<file path="config.mk">
export PLATFORM = sky130hd
export DESIGN_NAME = axi_rd_stride_splitter
export DESIGN_NICKNAME = d
export VERILOG_FILES = /design/src/rtl/axi_rd_stride_splitter.sv
export SDC_FILE = /design/constraint.sdc
export NUM_CORES = 1
export LEC_CHECK = 0
export ABC_CLOCK_PERIOD_IN_PS = 10700
export CORE_AREA = 2 2 125 127
export CTS_CLUSTER_DIAMETER = 150
export DETAILED_ROUTE_END_ITERATION = 12
export DIE_AREA = 0 0 127 129
export PLACE_DENSITY_LB_ADDON = 0.12
export SYNTH_ARGS = -nofsm -noshare
export SYNTH_HDL_FRONTEND = slang
export SYNTH_SLANG_ARGS = --single-unit
</file>
<file path="constraint.sdc">
create_clock -name AXI_aclk -period 10.7 [get_ports AXI_aclk]
set_input_delay 1.07 -clock AXI_aclk [delete_from_list [all_inputs] [get_ports AXI_aclk]]
set_output_delay 1.07 -clock AXI_aclk [all_outputs]
set_load 0.01 [all_outputs]
</file>
<file path="src/rtl/axi_rd_stride_splitter.sv">
// AXI4 read splitter: cuts INCR bursts at STRIDE boundaries and re-merges R beats into one burst.
// Optional RRESP_STICKY_EN: the first error response of a burst persists on every later beat.
module axi_rd_stride_splitter #(
  parameter int ADDR_WIDTH = 32,
  parameter int DATA_WIDTH = 32,
  parameter int ID_WIDTH   = 4,
  parameter int STRIDE     = 'h2000
) (
  input  logic                  AXI_aclk,
  input  logic                  AXI_aresetn,
  input  logic [ADDR_WIDTH-1:0] S_AXI_araddr,
  input  logic [7:0]            S_AXI_arlen,
  input  logic [2:0]            S_AXI_arsize,
  input  logic [1:0]            S_AXI_arburst,
  input  logic [ID_WIDTH-1:0]   S_AXI_arid,
  input  logic [1:0]            S_AXI_arlock,
  input  logic [3:0]            S_AXI_arcache,
  input  logic [2:0]            S_AXI_arprot,
  input  logic [3:0]            S_AXI_arregion,
  input  logic [3:0]            S_AXI_arqos,
  input  logic                  S_AXI_arvalid,
  output logic                  S_AXI_arready,
  output logic [DATA_WIDTH-1:0] S_AXI_rdata,
  output logic [1:0]            S_AXI_rresp,
  output logic [ID_WIDTH-1:0]   S_AXI_rid,
  output logic                  S_AXI_rlast,
  output logic                  S_AXI_rvalid,
  input  logic                  S_AXI_rready,
  output logic [ADDR_WIDTH-1:0] M_AXI_araddr,
  output logic [7:0]            M_AXI_arlen,
  output logic [2:0]            M_AXI_arsize,
  output logic [1:0]            M_AXI_arburst,
  output logic [ID_WIDTH-1:0]   M_AXI_arid,
  output logic [1:0]            M_AXI_arlock,
  output logic [3:0]            M_AXI_arcache,
  output logic [2:0]            M_AXI_arprot,
  output logic [3:0]            M_AXI_arregion,
  output logic [3:0]            M_AXI_arqos,
  output logic                  M_AXI_arvalid,
  input  logic                  M_AXI_arready,
  input  logic [DATA_WIDTH-1:0] M_AXI_rdata,
  input  logic [1:0]            M_AXI_rresp,
  input  logic [ID_WIDTH-1:0]   M_AXI_rid,
  input  logic                  M_AXI_rlast,
  input  logic                  M_AXI_rvalid,
  output logic                  M_AXI_rready
);

  localparam logic [1:0] ST_IDLE  = 2'd0;
  localparam logic [1:0] ST_ISSUE = 2'd1;
  localparam logic [1:0] ST_DRAIN = 2'd2;
  localparam logic [1:0] BURST_INCR = 2'b01;
  localparam logic [ADDR_WIDTH-1:0] STRIDE_A    = ADDR_WIDTH'(STRIDE);
  localparam logic [ADDR_WIDTH-1:0] STRIDE_MASK = ADDR_WIDTH'(STRIDE - 1);

  logic [1:0]            state_q, state_d;
  logic                  arready_q;
  logic [ADDR_WIDTH-1:0] addr_q, addr_d;
  logic [8:0]            rem_q, rem_d;
  logic [8:0]            issued_q, issued_d;
  logic [8:0]            done_q, done_d;
  logic [2:0]            size_q;
  logic [1:0]            burst_q;
  logic [ID_WIDTH-1:0]   id_q;
  logic [1:0]            lock_q;
  logic [3:0]            cache_q;
  logic [2:0]            prot_q;
  logic [3:0]            region_q;
  logic [3:0]            qos_q;

  logic [ADDR_WIDTH-1:0] aligned, bytes_to_bnd, bnd_beats, next_addr;
  logic [8:0]            sub_beats;
  logic                  ar_hs_s, ar_hs_m, r_hs, unused_rid;

  // Stray downstream beats outside a burst (e.g. after a reset) never reach the initiator.
  assign S_AXI_rvalid = M_AXI_rvalid & (state_q != ST_IDLE);
  assign M_AXI_rready = S_AXI_rready;
  assign S_AXI_rdata  = M_AXI_rdata;
  assign S_AXI_rid    = id_q;
  assign S_AXI_rlast  = M_AXI_rlast & (state_q == ST_DRAIN) & (done_q == issued_q - 9'd1);
  assign unused_rid   = ^M_AXI_rid;

  assign S_AXI_arready = arready_q;
  assign ar_hs_s = S_AXI_arvalid & arready_q;
  assign ar_hs_m = (state_q == ST_ISSUE) & M_AXI_arready;
  assign r_hs    = S_AXI_rvalid & S_AXI_rready;

  assign aligned      = addr_q & ~((ADDR_WIDTH'(1) << size_q) - ADDR_WIDTH'(1));
  assign bytes_to_bnd = STRIDE_A - (aligned & STRIDE_MASK);
  assign bnd_beats    = bytes_to_bnd >> size_q;
  assign sub_beats    = ((burst_q == BURST_INCR) && (bnd_beats < ADDR_WIDTH'(rem_q)))
                        ? bnd_beats[8:0] : rem_q;
  assign next_addr    = aligned + (ADDR_WIDTH'(sub_beats) << size_q);

  assign M_AXI_arvalid  = (state_q == ST_ISSUE);
  assign M_AXI_araddr   = addr_q;
  assign M_AXI_arlen    = 8'(sub_beats - 9'd1);
  assign M_AXI_arsize   = size_q;
  assign M_AXI_arburst  = burst_q;
  assign M_AXI_arid     = id_q;
  assign M_AXI_arlock   = lock_q;
  assign M_AXI_arcache  = cache_q;
  assign M_AXI_arprot   = prot_q;
  assign M_AXI_arregion = region_q;
  assign M_AXI_arqos    = qos_q;

  always_comb begin
    state_d  = state_q;
    addr_d   = addr_q;
    rem_d    = rem_q;
    issued_d = issued_q;
    done_d   = done_q;
    if (r_hs && M_AXI_rlast) done_d = done_q + 9'd1;
    case (state_q)
      ST_IDLE: if (ar_hs_s) begin
        addr_d   = S_AXI_araddr;
        rem_d    = 9'(S_AXI_arlen) + 9'd1;
        issued_d = '0;
        done_d   = '0;
        state_d  = ST_ISSUE;
      end
      ST_ISSUE: if (ar_hs_m) begin
        addr_d   = next_addr;
        rem_d    = rem_q - sub_beats;
        issued_d = issued_q + 9'd1;
        if (rem_q == sub_beats) state_d = ST_DRAIN;
      end
      ST_DRAIN: if (r_hs && S_AXI_rlast) state_d = ST_IDLE;
      default: state_d = ST_IDLE;
    endcase
  end

  always_ff @(posedge AXI_aclk or negedge AXI_aresetn) begin
    if (!AXI_aresetn) begin
      state_q   <= ST_IDLE;
      arready_q <= 1'b0;
      addr_q    <= '0;
      rem_q     <= '0;
      issued_q  <= '0;
      done_q    <= '0;
      size_q    <= '0;
      burst_q   <= '0;
      id_q      <= '0;
      lock_q    <= '0;
      cache_q   <= '0;
      prot_q    <= '0;
      region_q  <= '0;
      qos_q     <= '0;
    end else begin
      state_q   <= state_d;
      arready_q <= (state_d == ST_IDLE);
      addr_q    <= addr_d;
      rem_q     <= rem_d;
      issued_q  <= issued_d;
      done_q    <= done_d;
      if (ar_hs_s) begin
        size_q   <= S_AXI_arsize;
        burst_q  <= S_AXI_arburst;
        id_q     <= S_AXI_arid;
        lock_q   <= S_AXI_arlock;
        cache_q  <= S_AXI_arcache;
        prot_q   <= S_AXI_arprot;
        region_q <= S_AXI_arregion;
        qos_q    <= S_AXI_arqos;
      end
    end
  end

`ifdef RRESP_STICKY_EN
  logic [1:0] resp_q;

  // Numeric order of the response codes doubles as severity order.
  assign S_AXI_rresp = (resp_q > M_AXI_rresp) ? resp_q : M_AXI_rresp;

  always_ff @(posedge AXI_aclk or negedge AXI_aresetn) begin
    if (!AXI_aresetn) begin
      resp_q <= 2'b00;
    end else if (state_q == ST_IDLE) begin
      resp_q <= 2'b00;
    end else if (r_hs && (resp_q == 2'b00) && (M_AXI_rresp != 2'b00)) begin
      resp_q <= M_AXI_rresp;
    end
  end
`else
  assign S_AXI_rresp = M_AXI_rresp;
`endif

endmodule

</file>
### Yosys cells after proc, flatten, opt, wreduce, memory -nomap -nowiden

Cells that the tools add are included.

| storage, ports and cells | value |
|---|---|
| bits of input ports | 111 |
| bits in registers | 88 |
| word-level logic and storage cells | 68 |

| operators by class | value |
|---|---|
| bitwise gates (word level) | 8 |
| shifts and indexed selects | 3 |
| add/subtract/negate cells | 9 |
| eq/ne operators | 7 |
| multiplexer cells | 18 |
| reductions and logical operators | 8 |
| order comparisons | 1 |

Operator list:

| cell | count |
|---|---|
| 9-bit two-way mux | 8 |
| 32-bit two-way mux | 2 |
| 32-bit one-hot mux with 2 select lines | 1 |
| 9-bit one-hot mux with 2 select lines | 2 |
| 32-bit adder | 1 |
| 32-bit AND | 1 |
| 32-bit by 9-bit < comparator with 1-bit output | 1 |
| 32-bit NOT | 1 |
| 1-bit by 3-bit << shifter with 32-bit output, first input constant | 1 |
| 9-bit by 3-bit << shifter with 32-bit output | 1 |
| 32-bit by 3-bit >> shifter with 32-bit output | 1 |
| 32-bit by 1-bit subtractor with 32-bit output, second input constant | 1 |
| 9-bit by 1-bit adder with 9-bit output, second input constant | 2 |
| 9-bit equality test | 2 |
| 14-bit by 13-bit subtractor with 15-bit output, first input constant | 1 |
| 8-bit by 1-bit adder with 9-bit output, second input constant | 1 |
| 9-bit by 1-bit subtractor with 9-bit output, second input constant | 1 |
| 9-bit subtractor | 1 |
| 2-bit two-way mux | 4 |
| 8-bit by 1-bit subtractor with 8-bit output, second input constant | 1 |
| 1-bit AND | 6 |
| 2-bit one-hot mux with 3 select lines | 1 |
| 2-bit by 1-bit equality test with 1-bit output, second input constant | 2 |
| 2-bit zero test | 2 |
| 6 further kinds | 9 |

### Depth between registers and ports, before layout

Gate-level depths: netlist (run 1).

| logic depth | value |
|---|---|
| word-level depth | 14 |
| mapped depth | 38 |
| depth with buffers taken out | 35 |

### Worst setup path before layout (run 1)

OpenSTA, ideal clock, no wires.

| timing | value |
|---|---|
| path kind | reg2reg |
| start point | register size_q[2], in the netlist M_AXI_arsize[2] |
| end point | register addr_q[29], in the netlist M_AXI_araddr[29] |
| required time | 10563 ps |
| clock period less this slack | 7528 ps |
| cell stages (with the launch flop) | 35 |
| setup time | 137 ps |
| setup slack | 3172 ps |
| path buffers | 5 |
| arrival time | 7391 ps |
| path through | dfrtp_1 buf_2 clkbuf_1 nor2_1 nand2_1 ha_1 clkbuf_1 o211ai_1 or3_1 and2_1 mux4_2 mux2_2 ha_1 nand2_1 o21ai_0 a211o_1 a2111o_1 a21oi_4 buf_2 a21oi_1 a21oi_1 nand2_1 and3_1 ha_1 a21o_1 a21oi_1 o21a_1 or4_1 a21oi_1 o21a_1 and2_1 clkbuf_1 nand2_1 o32ai_1 a21oi_1 |

| between the ends | value |
|---|---|
| longest elaborated chain between the ends | 13 |

RTL lines:

| what | RTL line | RTL |
|---|---|---|
| start: declaration | 62 | `logic [2:0] size_q;` |
| start signal: assignment | 157 | `size_q <= S_AXI_arsize;` |
| 1-bit by 3-bit << shifter with 32-bit output | 88 | `assign aligned = addr_q & ~((ADDR_WIDTH'(1) << size_q) - ADDR_WIDTH'(1));` |
| 32-bit by 1-bit subtractor with 32-bit output | 88 |  |
| 32-bit NOT | 88 |  |
| 32-bit AND | 88 |  |
| 14-bit by 13-bit subtractor with 15-bit output | 89 | `assign bytes_to_bnd = STRIDE_A - (aligned & STRIDE_MASK);` |
| 32-bit by 3-bit >> shifter with 32-bit output | 90 | `assign bnd_beats = bytes_to_bnd >> size_q;` |
| 32-bit by 9-bit < comparator with 1-bit output | 91 | `assign sub_beats = ((burst_q == BURST_INCR) && (bnd_beats < ADDR_WIDTH'(rem_q)))` |
| 1-bit logical AND | 91 |  |
| 9-bit two-way mux | 92 | `? bnd_beats[8:0] : rem_q;` |
| 9-bit by 3-bit << shifter with 32-bit output | 93 | `assign next_addr = aligned + (ADDR_WIDTH'(sub_beats) << size_q);` |
| 32-bit adder (*) | 93 |  |
| 32-bit two-way mux (*) | 122 | `ST_ISSUE: if (ar_hs_m) begin` |
| 32-bit one-hot mux with 2 select lines (*) | 114 | `case (state_q)` |
| end signal: assignment | 152 | `addr_q <= addr_d;` |
| end: declaration | 58 | `logic [ADDR_WIDTH-1:0] addr_q, addr_d;` |

Mark *: on every way between the ends. The rest lies on a longest branch, timed or not. The select of a mux whose other input is x is not followed.
A chain may end at the register's enable or synchronous reset.

### Worst setup path after layout (run 1)

| timing | value |
|---|---|
| start point | register size_q[0], in the netlist M_AXI_arsize[0] |
| end point | register addr_q[29], in the netlist M_AXI_araddr[29] |

The elaborated chain is that of the path after synthesis.

==> flow_summary.json, run 1 <==
{
  "power.combinational.fraction": 0.756,
  "synth_area_leader_cell": "sky130_fd_sc_hd__dfrtp_1",
  "crit_slowest_cell": "sky130_fd_sc_hd__dfrtp_1",
  "ff2ff_setup_slack_ns": 1.68,
  "maxCapViolCount": 0,
  "seq_area_frac_synth": 0.275,
  "post-cts-setup-buffers": 0,
  "max_slew.worst_pin.slew_ns": 0.831,
  "p_sw_frac": 0.500,
  "synth_ff_type": "sky130_fd_sc_hd__dfrtp_1",
  "grt_setup_unrepaired": "no",
  "synth_cells": 960,
  "antenna-diode-count": 0,
  "min_path_cells": 1,
  "filler_cell_count": 1286,
  "cts_root_buf": "sky130_fd_sc_hd__clkbuf_16",
  "power_frac_seq": 0.168,
  "critPathRequiredTime_ns": 10.92,
  "skew_ns": 0.0101,
  "chipHeight_um": 129,
  "layout.nets": 1185,
  "count_of_flip_flops_with_a_built_in_enable_after_synthesis": 0,
  "place.detailed.instances": 1210,
  "timing.final.max_slew_violations": 0,
  "power_report.internal_total_w": 0.00205,
  "syn-cell-area_um2": 8000,
  "register_area_um2": 2200,
  "yosysWarnings": 0,
  "fin_area_um2": 9530,
  "final-instance-count-excl-fill": 1225,
  "clkSinkCount": 88,
  "gp_congestion": 0.909,
  "synth.avg_cell_area_um2": 8.33,
  "reg2regPathDepth": 30,
  "timing.max_slew.rel_slack": 0.446,
  "synth.area.top_cells": "sky130_fd_sc_hd__dfrtp_1, sky130_fd_sc_hd__a21oi_1, sky130_fd_sc_hd__ha_1, sky130_fd_sc_hd__mux2_2, sky130_fd_sc_hd__nand2_1",
  "die_x_um": 127,
  "clock_path_buffers": 2,
  "setup.worst_path.class": "register to register",
  "clock_latency_ns": 0.36,
  "setup_violations": 0,
  "grt_remaining_overflow": 0,
  "cts_buffers": 9,
  "finalHoldViolCount": 0,
  "postSynthNetCount": 1112,
  "vias_per_cell": 6.13,
  "fp-row-count": 45,
  "timing.final.crit_period_ns": 9.02,
  "first_global_vias": 7369,
  "cts-hold-fix-buffers": 0,
  "cts.htree.levels": 3,
  "net-switching-power_w": 0.00205,
  "start_kind": "register",
  "drt-wirelength-per-cell_um": 18.5,
  "route.final.wire_length_um": 22700,
  "clk_transition_reported_paths_ns": 0.07,
  "achievable-frequency_mhz": 111,
  "yosysUniqueCellTypes": 76,
  "grt_max_degree": 64,
  "cts.repair.resized": 0,
  "core_um2": 15000,
  "yosys_register_bits": 88,
  "die_area_um2": 16400,
  "critPathMaxFanout": 18,
  "outcome": "finished clean",
  "power.density_nw_per_um2": 430,
  "dr_total_vias": 7504,
  "grt_pass1_wl_um": 37200,
  "clock_power_share": 0.076,
  "initial_util": 0.534,
  "fin_crit_sh": 0.843,
  "port_buffers": 147,
  "tritoncts": "done",
  "worst_hold_path_type": "register to register",
  "end_kind": "register",
  "fin_tns_setup_ns": 0,
  "critical-path-max-stage-delay_ns": 0.65,
  "detail_route.first_pass.iterations": 5,
  "dpl-instance-area_um2": 9260,
  "ant_nets": 0,
  "multi_input_gate_area_um2": 5110,
  "synth-async-reset-ratio": 1.00,
  "dp_hpwl_um": 16700,
  "grt_antenna_before_repair": 0,
  "drive_gt1_frac": 0.101,
  "worst_ep_arrival_time_ns": 9.24,
  "track_usage": 0.283,
  "drcViolationCount": 0,
  "worst_ir_drop_vdd_mv": 0.161,
  "ios": 220,
  "drt_iter0_drc": 600,
  "areaGrowthSynthToFinish_pct": 19.2,
  "synth.top_cell.area_share": 0.275,
  "cellLeakagePower_nw": 4.05
}
[cell usage after synthesis, drive strengths merged (33+ instances only)]
| cell | count |
|---|---|
| a21oi | 118 |
| buf | 57 |
| clkbuf | 39 |
| dfrtp | 88 |
| ha | 39 |
| inv | 41 |
| mux2 | 36 |
| nand2 | 81 |
| nor2 | 80 |
| o21ai | 42 |
| xnor2 | 33 |
| xor2 | 33 |
[cell families (layout without fill, tap and decap cells)]
kind of cell             Yosys count  in the layout  synth area share
flip-flops                        88             88             0.275
AND/OR/NAND/NOR                  281            281             0.171
adder cells (fa/ha/maj)           41             41            0.0660
multiplexers                      62             62             0.102
buffers and inverters            139            216            0.0865
XOR/XNOR                          66             66            0.0723
AO/OA/AOI/OAI                    283            283             0.227
[routing by layer]
| metal | GRT usage | routed length (um) |
|---|---|---|
| met5 | 0 | 0 |
| met4 | 0.0937 | 512 |
| met3 | 0.0703 | 1980 |
| met2 | 0.452 | 10500 |
| met1 | 0.379 | 9750 |
[path summary, 6_finish.rpt]
kind,start,end
max,M_AXI_arsize[0],M_AXI_araddr[29]
min,M_AXI_arlock[1],M_AXI_arlock[1]
max reg2reg,M_AXI_arsize[0],M_AXI_araddr[29]
min reg2reg,M_AXI_arlock[1],M_AXI_arlock[1]
max in group asynchronous,AXI_aresetn,M_AXI_araddr[0]
min in group asynchronous,AXI_aresetn,M_AXI_arburst[0]
[area by class of cell]
class,instances,share of cell area
inverter,43,0.0169
sequential,88,0.231
timing repair buffer,158,0.163
clock buffer,10,0.0240
clock inverter,5,0.00433
multi-input combinational,733,0.536
tap,188,0.0247
[metrics by stage]
step	total power (W)	hold WS [ns]	utilization	setup WS (ns)
after global placement	0.00370	0.487	0.618	1.98
after global routing	0.00445	0.526	0.636	1.13
final	0.00409	0.502	0.636	1.68
after floorplan	0.00287	0.519	-	3.17
after detailed placement	0.00374	0.496	0.618	1.85
after CTS	0.00408	0.507	0.636	1.82
[layout by cell type, fill, tap and decap left out, drive strengths merged, types with 10 or more instances in the layout]
cell and instances:
and3 15, o21a 10, a21o 15, ha 39
clkbuf 10, and2 11, xor2 33, mux2i 14
mux4 12, o22ai 10, clkdlybuf4s50 146, nand3 20
a21oi 118, o21ai 42, buf 12, xnor2 33
a211oi 11, o211ai 10, nor3 24, nand4 12
a31oi 12, dfrtp 88, nor2 80, mux2 36
nand2 81, inv 43
[critical path, delay by kind of cell (launching register included)]
kind | cells | cell delay (ns)
compound gates | 12 | 3.66
simple gates | 9 | 2.58
fa+ha+maj | 3 | 0.80
flops | 1 | 0.65
mux | 2 | 0.65
buf+inv | 3 | 0.35
xor+xnor | 1 | 0.20
[power by group through the flow]
stage          Sequential, W  Clock [W]  Combinational [W]
2_1_floorplan       0.000658          0            0.00221
3_3_place_gp        0.000688          0            0.00301
3_5_place_dp        0.000692          0            0.00305
4_1_cts             0.000688   0.000314            0.00308
5_1_grt             0.000715   0.000326            0.00341
6_report            0.000689   0.000310            0.00310
[sequential cells by signal (all words and copies together), names as in the netlist]
signal	count
M_AXI_araddr	32
M_AXI_arburst	2
M_AXI_arcache	4
M_AXI_arid	4
M_AXI_arlock	2
M_AXI_arprot	3
M_AXI_arqos	4
M_AXI_arregion	4
M_AXI_arsize	3
S_AXI_arready	1
done_q	9
issued_q	9
rem_q	9
state_q	2
(Power assumes the default switching activity.)
==> run 2: changes to the inputs <==
--- a/config.mk
+++ b/config.mk
@@ -5,11 +5,11 @@
 export SDC_FILE = /design/constraint.sdc
 export NUM_CORES = 1
 export LEC_CHECK = 0
-export ABC_CLOCK_PERIOD_IN_PS = 10700
-export CORE_AREA = 2 2 125 127
+export ABC_CLOCK_PERIOD_IN_PS = 7700
+export CORE_AREA = 2 2 137 139
 export CTS_CLUSTER_DIAMETER = 150
 export DETAILED_ROUTE_END_ITERATION = 12
-export DIE_AREA = 0 0 127 129
+export DIE_AREA = 0 0 139 141
 export PLACE_DENSITY_LB_ADDON = 0.12
 export SYNTH_ARGS = -nofsm -noshare
 export SYNTH_HDL_FRONTEND = slang
==> constraint.sdc (replaced) <==
create_clock -name AXI_aclk -period 7.7 [get_ports AXI_aclk]
set_input_delay 0.77 -clock AXI_aclk [delete_from_list [all_inputs] [get_ports AXI_aclk]]
set_output_delay 0.77 -clock AXI_aclk [all_outputs]
set_load 0.01 [all_outputs]
==> flow_summary.json, run 2 (synthesis gave the netlist of run 1 again) <==
{
  "dr_total_vias": 7507,
  "chipHeight_um": 141,
  "crit_slowest_cell": "sky130_fd_sc_hd__mux4_2",
  "critPathMaxFanout": 9,
  "grt_max_degree": 57,
  "power.density_nw_per_um2": 601,
  "power_frac_seq": 0.158,
  "route.final.wire_length_um": 23800,
  "maxCapViolCount": 0,
  "max_slew.worst_pin.slew_ns": 0.785,
  "end_kind": "register",
  "fp-row-count": 50,
  "place.detailed.instances": 1281,
  "timing.final.crit_period_ns": 7.39,
  "gp_congestion": 0.967,
  "finalPower_w": 0.00595,
  "critical-path-top-cell-by-count": "sky130_fd_sc_hd__a21oi_1",
  "ios": 220,
  "layout.nets": 1214,
  "vias_per_cell": 5.78,
  "fin_tns_setup_ns": 0,
  "initial_util": 0.438,
  "setup.worst_path.class": "register to register",
  "power.combinational.fraction": 0.765,
  "mostFrequentLayoutCells": "sky130_fd_sc_hd__clkdlybuf4s50_1, sky130_fd_sc_hd__a21oi_1, sky130_fd_sc_hd__dfrtp_1, sky130_fd_sc_hd__nand2_1, sky130_fd_sc_hd__nor2_1",
  "antenna-diode-count": 0,
  "grt_antenna_before_repair": 0,
  "worst_ir_drop_vdd_mv": 0.292,
  "final-instance-count-excl-fill": 1299,
  "clock_power_share": 0.077,
  "timing.final.max_slew_violations": 0,
  "fin_ws_ns": 0.308,
  "cellLeakagePower_nw": 4.21,
  "mostFrequentLayoutCell": "sky130_fd_sc_hd__clkdlybuf4s50_1",
  "clk_transition_reported_paths_ns": 0.07,
  "largest_register_ffs": 32,
  "clock_path_buffers": 2,
  "critPathRequiredTime_ns": 7.91,
  "cts.htree.levels": 3,
  "areaGrowthSynthToFinish_pct": 23.9,
  "start_kind": "register",
  "core_um2": 18300,
  "critical-path-max-stage-delay_ns": 0.54,
  "drt_iter0_drc": 498,
  "track_usage": 0.242,
  "setup_violations": 0,
  "worst_path_dominant_cell_family": "compound AO/OA/AOI/OAI gates",
  "cts-hold-fix-buffers": 0,
  "detail_route.first_pass.iterations": 5,
  "p_sw_frac": 0.489,
  "die_x_um": 139,
  "drcViolationCount": 0,
  "worst_hold_slack_ns": 0.370,
  "timing.critical_path.buf_inv": 3,
  "cts_buffers": 9,
  "timing.max_slew.rel_slack": 0.477,
  "clkSinkCount": 88,
  "grt_remaining_overflow": 0,
  "cts_root_buf": "sky130_fd_sc_hd__clkbuf_16",
  "first_global_vias": 7435,
  "tritoncts": "done",
  "achievable-frequency_mhz": 135,
  "power_report.internal_total_w": 0.00304,
  "drive_gt1_frac": 0.140,
  "grt_pass1_wl_um": 38400,
  "skew_ns": 0.0106,
  "drt-wirelength-per-cell_um": 18.3,
  "worst_hold_path_type": "input pin to asynchronous set/reset pin",
  "worst_ep_arrival_time_ns": 7.60,
  "ant_nets": 0,
  "detailedPlace.worstSlack_ns": 0.0451,
  "dp_hpwl_um": 17800,
  "outcome": "finished clean",
  "port_buffers": 147,
  "fin_crit_sh": 0.960,
  "die_area_um2": 19600,
  "clock_latency_ns": 0.35,
  "finalHoldViolCount": 0,
  "net-switching-power_w": 0.00291
}
==> run 2: what timing repair did <==
| action | in CTS | in global routing |
|---|---|---|
| buffers inserted | 0 | 4 |
| resized for setup | 0 | 19 |
| endpoints found under the setup margin | 0 | 19 |
==> run 2: cell type report <==
| class | count | area [um2] |
|---|---|---|
| Fill cell | 1787 | 8360 |
| Inverter | 43 | 161 |
| Tap cell | 234 | 293 |
| Clock buffer | 10 | 239 |
| Multi-Input combinational cell | 733 | 5170 |
| Sequential cell | 88 | 2200 |
| Clock inverter | 4 | 55.1 |
| Timing Repair Buffer | 187 | 1790 |
==> run 2: worst paths after layout <==
check                                  startpoint                 to  slack [ns]  cells after the start
worst max-delay path              M_AXI_arsize[2]   M_AXI_araddr[29]        0.31                     31
worst min-delay path                  AXI_aresetn   M_AXI_arcache[0]        0.37                      1
worst max register to register    M_AXI_arsize[2]   M_AXI_araddr[29]        0.31                     31
worst min register to register  M_AXI_arregion[0]  M_AXI_arregion[0]        0.51                      1
max in group asynchronous             AXI_aresetn    M_AXI_arsize[2]        6.14                      2
min in group AXI_aclk           M_AXI_arregion[0]  M_AXI_arregion[0]        0.51                      1
==> run 2: per-stage QoR <==
| step | util | cell area, um2 |
|---|---|---|
| 6_report | 0.542 | 9900 |
| 5_1_grt | 0.542 | 9900 |
| 4_1_cts | 0.537 | 9810 |
| 3_5_place_dp | 0.521 | 9520 |
| 3_3_place_gp | 0.521 | 9520 |
| 2_1_floorplan | - | 8000 |
==> run 2: power groups by stage <==
stage	Sequential, W	Combinational (W)	Clock [W]
floorplan	0.000915	0.00308	0
global placement	0.000931	0.00442	0
detailed placement	0.000936	0.00444	0
CTS	0.000932	0.00447	0.000467
global route	0.000974	0.00503	0.000482
finish	0.000938	0.00456	0.000459
==> run 2: metal layers <==
layer	GRT usage	routed length [um]	vias to the layer above
met5	0	0	-
met4	0.0691	451	0
met3	0.0581	1840	38
met2	0.398	11000	275
met1	0.321	10500	3573
li1	-	-	3621
